File: src/rtl/router_src_sched_if.sv
// Source-side and router-side signals of the packet scheduler.
// master is the scheduler's view; slave is the sources'/router's view.
interface router_src_sched_if #(
  parameter int NSRC = 4
);
  logic [NSRC-1:0]   src_valid;
  logic [8*NSRC-1:0] src_data;
  logic [NSRC-1:0]   src_ready;
  logic [NSRC-1:0]   grant;
  logic [7:0]        rtr_data;
  logic              rtr_pkt_valid;
  logic              rtr_busy;
  logic              pkt_done;
  logic              pkt_drop;

  modport master (
    input  src_valid, src_data, rtr_busy,
    output src_ready, grant, rtr_data, rtr_pkt_valid, pkt_done, pkt_drop
  );

  modport slave (
    output src_valid, src_data, rtr_busy,
    input  src_ready, grant, rtr_data, rtr_pkt_valid, pkt_done, pkt_drop
  );
endinterface

File: src/rtl/router_src_sched.sv
// Round-robin store-and-forward scheduler: collects one whole packet from the
// granted source, then streams header+payload gap-free and appends parity.
module router_src_sched #(
  parameter int NSRC = 4,
  parameter int GAP  = 2
) (
  input logic                clock,
  input logic                resetn,
  router_src_sched_if.master bus
);
  localparam int PTR_W = $clog2(NSRC);
  localparam int GAP_W = 4;

  typedef enum logic [2:0] {S_IDLE, S_COLLECT, S_SEND, S_PARITY, S_GAP} state_t;

  state_t           state_q, state_d;
  logic [PTR_W-1:0] rr_ptr_q, rr_ptr_d;
  logic [PTR_W-1:0] gidx_q, gidx_d;
  logic [NSRC-1:0]  grant_q, grant_d;
  logic [5:0]       wr_ptr_q, wr_ptr_d;
  logic [5:0]       rd_ptr_q, rd_ptr_d;
  logic [5:0]       len_q, len_d;
  logic [1:0]       addr_q, addr_d;
  logic [7:0]       parity_q, parity_d;
  logic [7:0]       rtr_data_q, rtr_data_d;
  logic             pkt_valid_q, pkt_valid_d;
  logic             pkt_done_q, pkt_done_d;
  logic             pkt_drop_q, pkt_drop_d;
  logic [GAP_W-1:0] gap_cnt_q, gap_cnt_d;

  logic [7:0]       buf_mem [64];
  logic             buf_we;

  logic             any_req;
  logic [PTR_W-1:0] win_idx;
  logic [PTR_W-1:0] cand;
  logic [7:0]       cur_byte;
  logic             cur_valid;
  logic [5:0]       eff_len;
  logic [1:0]       eff_addr;
  logic [7:0]       hdr_byte;

  // Scan from the lowest offset last so the closest requester to rr_ptr wins.
  always_comb begin
    any_req = 1'b0;
    win_idx = '0;
    cand    = '0;
    for (int i = NSRC - 1; i >= 0; i--) begin
      cand = PTR_W'((int'(rr_ptr_q) + i) % NSRC);
      if (bus.src_valid[cand]) begin
        any_req = 1'b1;
        win_idx = cand;
      end
    end
  end

  // The first byte is the header: len/addr come straight off the bus that cycle.
  assign cur_byte  = bus.src_data[{gidx_q, 3'b000} +: 8];
  assign cur_valid = bus.src_valid[gidx_q];
  assign eff_len   = (wr_ptr_q == 6'd0) ? cur_byte[7:2] : len_q;
  assign eff_addr  = (wr_ptr_q == 6'd0) ? cur_byte[1:0] : addr_q;
  assign hdr_byte  = (wr_ptr_q == 6'd0) ? cur_byte : buf_mem[6'd0];

  always_comb begin
    // NOTE: every output of this block gets a default first, so no path can infer a latch.
    state_d     = state_q;
    rr_ptr_d    = rr_ptr_q;
    gidx_d      = gidx_q;
    grant_d     = grant_q;
    wr_ptr_d    = wr_ptr_q;
    rd_ptr_d    = rd_ptr_q;
    len_d       = len_q;
    addr_d      = addr_q;
    parity_d    = parity_q;
    rtr_data_d  = rtr_data_q;
    pkt_valid_d = pkt_valid_q;
    pkt_done_d  = 1'b0;
    pkt_drop_d  = 1'b0;
    gap_cnt_d   = gap_cnt_q;
    buf_we      = 1'b0;

    unique case (state_q)
      S_IDLE: begin
        if (any_req) begin
          grant_d  = NSRC'(1) << win_idx;
          gidx_d   = win_idx;
          rr_ptr_d = PTR_W'((int'(win_idx) + 1) % NSRC);
          wr_ptr_d = '0;
          parity_d = '0;
          state_d  = S_COLLECT;
        end
      end

      S_COLLECT: begin
        if (cur_valid) begin
          buf_we   = 1'b1;
          parity_d = parity_q ^ cur_byte;
          wr_ptr_d = wr_ptr_q + 6'd1;
          if (wr_ptr_q == 6'd0) begin
            len_d  = cur_byte[7:2];
            addr_d = cur_byte[1:0];
          end
          if (wr_ptr_q == eff_len) begin
            if (eff_addr == 2'b11) begin
              grant_d    = '0;
              pkt_drop_d = 1'b1;
              gap_cnt_d  = '0;
              state_d    = S_GAP;
            end else begin
              rtr_data_d  = hdr_byte;
              pkt_valid_d = 1'b1;
              rd_ptr_d    = 6'd1;
              state_d     = S_SEND;
            end
          end
        end
      end

      // rd_ptr points one past the byte on rtr_data; wraps cleanly at len 63.
      S_SEND: begin
        if (!bus.rtr_busy) begin
          if (6'(rd_ptr_q - 6'd1) == len_q) begin
            rtr_data_d  = parity_q;
            pkt_valid_d = 1'b0;
            state_d     = S_PARITY;
          end else begin
            rtr_data_d = buf_mem[rd_ptr_q];
            rd_ptr_d   = rd_ptr_q + 6'd1;
          end
        end
      end

      S_PARITY: begin
        if (!bus.rtr_busy) begin
          pkt_done_d = 1'b1;
          rtr_data_d = '0;
          grant_d    = '0;
          gap_cnt_d  = '0;
          state_d    = S_GAP;
        end
      end

      S_GAP: begin
        if (gap_cnt_q == GAP_W'(GAP - 1)) begin
          state_d = S_IDLE;
        end else begin
          gap_cnt_d = gap_cnt_q + GAP_W'(1);
        end
      end

      default: state_d = S_IDLE;
    endcase
  end

  // NOTE: sequential state uses non-blocking assignments so all registers update together.
  always_ff @(posedge clock or negedge resetn) begin
    if (!resetn) state_q <= S_IDLE;
    else         state_q <= state_d;
  end

  always_ff @(posedge clock or negedge resetn) begin
    if (!resetn) begin
      rr_ptr_q    <= '0;
      gidx_q      <= '0;
      grant_q     <= '0;
      wr_ptr_q    <= '0;
      rd_ptr_q    <= '0;
      len_q       <= '0;
      addr_q      <= '0;
      parity_q    <= '0;
      rtr_data_q  <= '0;
      pkt_valid_q <= 1'b0;
      pkt_done_q  <= 1'b0;
      pkt_drop_q  <= 1'b0;
      gap_cnt_q   <= '0;
    end else begin
      rr_ptr_q    <= rr_ptr_d;
      gidx_q      <= gidx_d;
      grant_q     <= grant_d;
      wr_ptr_q    <= wr_ptr_d;
      rd_ptr_q    <= rd_ptr_d;
      len_q       <= len_d;
      addr_q      <= addr_d;
      parity_q    <= parity_d;
      rtr_data_q  <= rtr_data_d;
      pkt_valid_q <= pkt_valid_d;
      pkt_done_q  <= pkt_done_d;
      pkt_drop_q  <= pkt_drop_d;
      gap_cnt_q   <= gap_cnt_d;
    end
  end

  // NOTE: the buffer is deliberately not reset; a byte is only read after it was written.
  always_ff @(posedge clock) begin
    if (buf_we) buf_mem[wr_ptr_q] <= cur_byte;
  end

  assign bus.src_ready     = (state_q == S_COLLECT) ? grant_q : '0;
  assign bus.grant         = grant_q;
  assign bus.rtr_data      = rtr_data_q;
  assign bus.rtr_pkt_valid = pkt_valid_q;
  assign bus.pkt_done      = pkt_done_q;
  assign bus.pkt_drop      = pkt_drop_q;
endmodule
File: src/flat_wrapper.sv
// flat-port wrapper written by rule: the top's interface ports become plain ports
module router_src_sched_flat 
#(
  parameter int NSRC = 4,
  parameter int GAP  = 2
)
  (clock, resetn, bus_src_valid, bus_src_data, bus_rtr_busy, bus_src_ready, bus_grant, bus_rtr_data, bus_rtr_pkt_valid, bus_pkt_done, bus_pkt_drop);
  router_src_sched_if #(.NSRC(NSRC)) bus_i ();
  input logic clock;
  input logic resetn;
  input wire logic [$bits(bus_i.src_valid)-1:0] bus_src_valid;
  input wire logic [$bits(bus_i.src_data)-1:0] bus_src_data;
  input wire logic [$bits(bus_i.rtr_busy)-1:0] bus_rtr_busy;
  output wire logic [$bits(bus_i.src_ready)-1:0] bus_src_ready;
  output wire logic [$bits(bus_i.grant)-1:0] bus_grant;
  output wire logic [$bits(bus_i.rtr_data)-1:0] bus_rtr_data;
  output wire logic [$bits(bus_i.rtr_pkt_valid)-1:0] bus_rtr_pkt_valid;
  output wire logic [$bits(bus_i.pkt_done)-1:0] bus_pkt_done;
  output wire logic [$bits(bus_i.pkt_drop)-1:0] bus_pkt_drop;
  assign bus_i.src_valid = bus_src_valid;
  assign bus_i.src_data = bus_src_data;
  assign bus_i.rtr_busy = bus_rtr_busy;
  assign bus_src_ready = bus_i.src_ready;
  assign bus_grant = bus_i.grant;
  assign bus_rtr_data = bus_i.rtr_data;
  assign bus_rtr_pkt_valid = bus_i.rtr_pkt_valid;
  assign bus_pkt_done = bus_i.pkt_done;
  assign bus_pkt_drop = bus_i.pkt_drop;
  router_src_sched #(.NSRC(NSRC), .GAP(GAP)) u_core (.clock(clock), .resetn(resetn), .bus(bus_i));
endmodule
File: config.mk
export PLATFORM = sky130hd
export DESIGN_NAME = router_src_sched_flat
export DESIGN_NICKNAME = d
export VERILOG_FILES = /design/src/rtl/router_src_sched_if.sv /design/src/rtl/router_src_sched.sv /design/src/flat_wrapper.sv
export SDC_FILE = /design/constraint.sdc
export NUM_CORES = 1
export LEC_CHECK = 0
export CAP_MARGIN = 20
export CORE_MARGIN = 10
export CORE_UTILIZATION = 46
export CTS_CLUSTER_SIZE = 10
export DETAILED_ROUTE_END_ITERATION = 10
export GPL_ROUTABILITY_DRIVEN = 1
export PLACE_DENSITY_LB_ADDON = 0.1
export SLEW_MARGIN = 20
export SYNTH_ARGS = -nofsm -noshare
export SYNTH_HDL_FRONTEND = slang
export SYNTH_SLANG_ARGS = --single-unit
export TNS_END_PERCENT = 10
File: constraint.sdc
create_clock -name clock -period 4.4 [get_ports clock]
set_clock_uncertainty 0.2 [all_clocks]
set_input_delay 1.32 -clock clock [delete_from_list [all_inputs] [get_ports clock]]
set_output_delay 1.32 -clock clock [all_outputs]
set_load 0.05 [all_outputs]
==> impl_metrics.json <==
{
  "crit_path_start_kind": "register",
  "status": "finished clean",
  "synth_flop_cell": "edfxtp_1",
  "grt_pass1_wl_mm": 90.9,
  "first_pass_iters": 5,
  "dp_slack_ps": 100,
  "port-buffer-count": 57,
  "io_pins": 58,
  "die-width_um": 245,
  "hold_viol": 0,
  "worst_pin_slew_ps": 987,
  "num_rows": 82,
  "clk_pin_slew_ps": 60,
  "floorplan.initialDensity": 0.465,
  "slew_headroom": 0.342,
  "root_buffer": "clkbuf_16",
  "cts-resized-gates": 0,
  "ys_seq_area_frac": 0.718,
  "rsz0062_at_grt": "false",
  "ys_async_sr_fraction": 0.0954,
  "critPathArrivalTime_ps": 2720,
  "numCtsBuffers": 68,
  "required_ps": 2880,
  "hold_start": "u_core.addr_q[0]",
  "synth_top_cell_area_share": 0.660,
  "utilization": 0.542,
  "clockPowerShare": 0.283,
  "diodes": 0,
  "cts.sinks": 566,
  "drv_cap": 0,
  "power.leakage_nw": 9.34,
  "power_density_mw_per_mm2": 632,
  "end_kind": "primary output",
  "ys_ff_latch": 566,
  "synth.top_cells.by_area": "edfxtp_1, mux4_2, dfrtp_1",
  "fmax_ghz": 0.236,
  "ys_types": 65,
  "fp.dieArea_mm2": 0.0600,
  "hold_class": "register to register",
  "vias": 12980,
  "grt_pass1_vias": 13400,
  "clock_path_buffers": 3,
  "yosysTopAreaCell": "edfxtp_1",
  "place.gp.congestion": 0.872,
  "fp.coreArea_mm2": 0.0501,
  "internal-power_w": 0.0116,
  "die_h_um": 245,
  "combPwrFrac": 0.289,
  "syn-num-nets": 1381,
  "crit_start": "u_core.state_q[2]",
  "ir_drop_mv": 0.532,
  "path_max_fanout": 8,
  "drv_slew": 0,
  "worst_slack_ps": 165,
  "r2r-start": "u_core.rd_ptr_q[0]",
  "p_seq_frac": 0.427,
  "syn_inst": 1332,
  "period_needed_ps": 4240,
  "final_common_cell": "edfxtp_1",
  "clk_latency_ps": 590,
  "cts_tree": "done",
  "drive_above_1_share": 0.228,
  "fin_crit_sh": 0.963,
  "ant_nets": 0,
  "hold_slack_ps": 304,
  "finalSetupTns_ps": 0,
  "layout_common_cells": "edfxtp_1, buf_4, mux4_2, nor2_1, nand2_1",
  "swShare": 0.324,
  "area_growth_pct": 16.5,
  "grtUsageTotal": 0.206,
  "drt-initial-drc-count": 1243,
  "drt_wl_total_mm": 61.2,
  "cts_hold_buf": 0,
  "syn_avg_cell_area_um2": 17.5,
  "drcViolationCount": 0,
  "h-tree-depth": 3,
  "detailed_place_hpwl_mm": 38.4,
  "antenna_found_initial": 2,
  "viasPerCell": 5.90,
  "post_cts.repair.setup_buffers": 0,
  "grt_max_degree": 68,
  "num-fill-cells": 4046,
  "wl_per_cell_um": 27.8,
  "synth.cell_area_mm2": 0.0233,
  "power.total_w": 0.0171,
  "finalNetCount": 1554,
  "path_class": "register to primary output",
  "p_sw_w": 0.00556,
  "setup-violations-final": 0,
  "overflow": 0,
  "synth_edf_count": 512,
  "yosysWarnings": 0
}
[worst max-delay path, cell delays in order, from the launching register on]
cell and delay [ps]:
dfrtp_1 460, nand2b_1 270, or2_2 440, nor2_1 130
clkdlybuf4s50_1 830
[worst paths after layout]
kind,endpoint,slack [ps],cells past startpoint
max reg2reg,u_core.bus.rtr_data[0],760,7
min in group asynchronous,u_core.parity_q[1],560,1
max in group asynchronous,u_core.wr_ptr_q[4],2750,2
max,bus_src_ready[2],160,4
min,u_core.addr_q[0],300,1
min reg2reg,u_core.addr_q[0],300,1
[kinds of logic after synthesis]
logic type,count (synthesis),share of synthesized area
AO/OA/AOI/OAI,149,0.0463
adder cells (fa/ha/maj),10,0.00537
buffers and inverters,95,0.0188
AND/OR/NAND/NOR,300,0.0585
multiplexers,187,0.143
flip-flops,566,0.718
XOR/XNOR,25,0.00940
[power by group through the flow]
| stage | Sequential, W | Combinational, W | Clock (W) |
|---|---|---|---|
| after floorplan | 0.00738 | 0.00315 | 0 |
| after global placement | 0.00743 | 0.00491 | 0 |
| after detailed placement | 0.00744 | 0.00499 | 0 |
| after CTS | 0.00733 | 0.00501 | 0.00496 |
| after global routing | 0.00738 | 0.00533 | 0.00519 |
| final | 0.00733 | 0.00496 | 0.00486 |
[stage by stage]
step / cells / cell area, µm²
4_1_cts: 2201 / 27100
3_3_place_gp: 2107 / 25300
5_1_grt: 2201 / 27100
3_5_place_dp: 2107 / 25300
2_1_floorplan: 1332 / 23300
6_report: 2201 / 27100
[cell usage after synthesis, types with 10 or more instances]
library cell    n
a21oi_1        19
a221oi_1       17
a31oi_1        13
buf_2          10
buf_4          12
clkbuf_1       42
dfrtp_1        54
edfxtp_1      512
ha_1           10
inv_1          19
mux2_2         16
mux2i_1        55
mux4_2        111
nand2_1        93
nand3_1        17
nor2_1        112
o21ai_0        19
o22ai_1        17
xor2_1         21
[state kept, by name, summed over array words and instances, names as in the netlist, 2 cells and up]
signal               flops
u_core.rd_ptr_q          6
u_core.wr_ptr_q          6
u_core.state_q           3
u_core.bus.rtr_data      8
u_core.addr_q            2
u_core.bus.grant         4
u_core.gidx_q            2
u_core.parity_q          8
u_core.gap_cnt_q         4
u_core.rr_ptr_q          2
u_core.buf_mem         512
u_core.len_q             6
[metal layers]
metal / GRT usage / vias up / wire length [µm]
met1: 0.277 / 6779 / 25700
met5: 0 / - / 13
li1: - / 5635 / -
met3: 0.0429 / 104 / 4240
met4: 0.0692 / 2 / 1630
met2: 0.329 / 460 / 29600
[final cells by class]
| type | instances | area, µm² | area share |
|---|---|---|---|
| clock inverter | 8 | 47.5 | 0.00175 |
| tap | 672 | 841 | 0.0310 |
| inverter | 20 | 75.1 | 0.00277 |
| timing repair buffer | 178 | 1510 | 0.0557 |
| sequential | 566 | 16700 | 0.617 |
| multi-input combinational | 671 | 6120 | 0.226 |
| clock buffer | 86 | 1790 | 0.0660 |
Note: power is estimated with default switching activity, not from simulation.
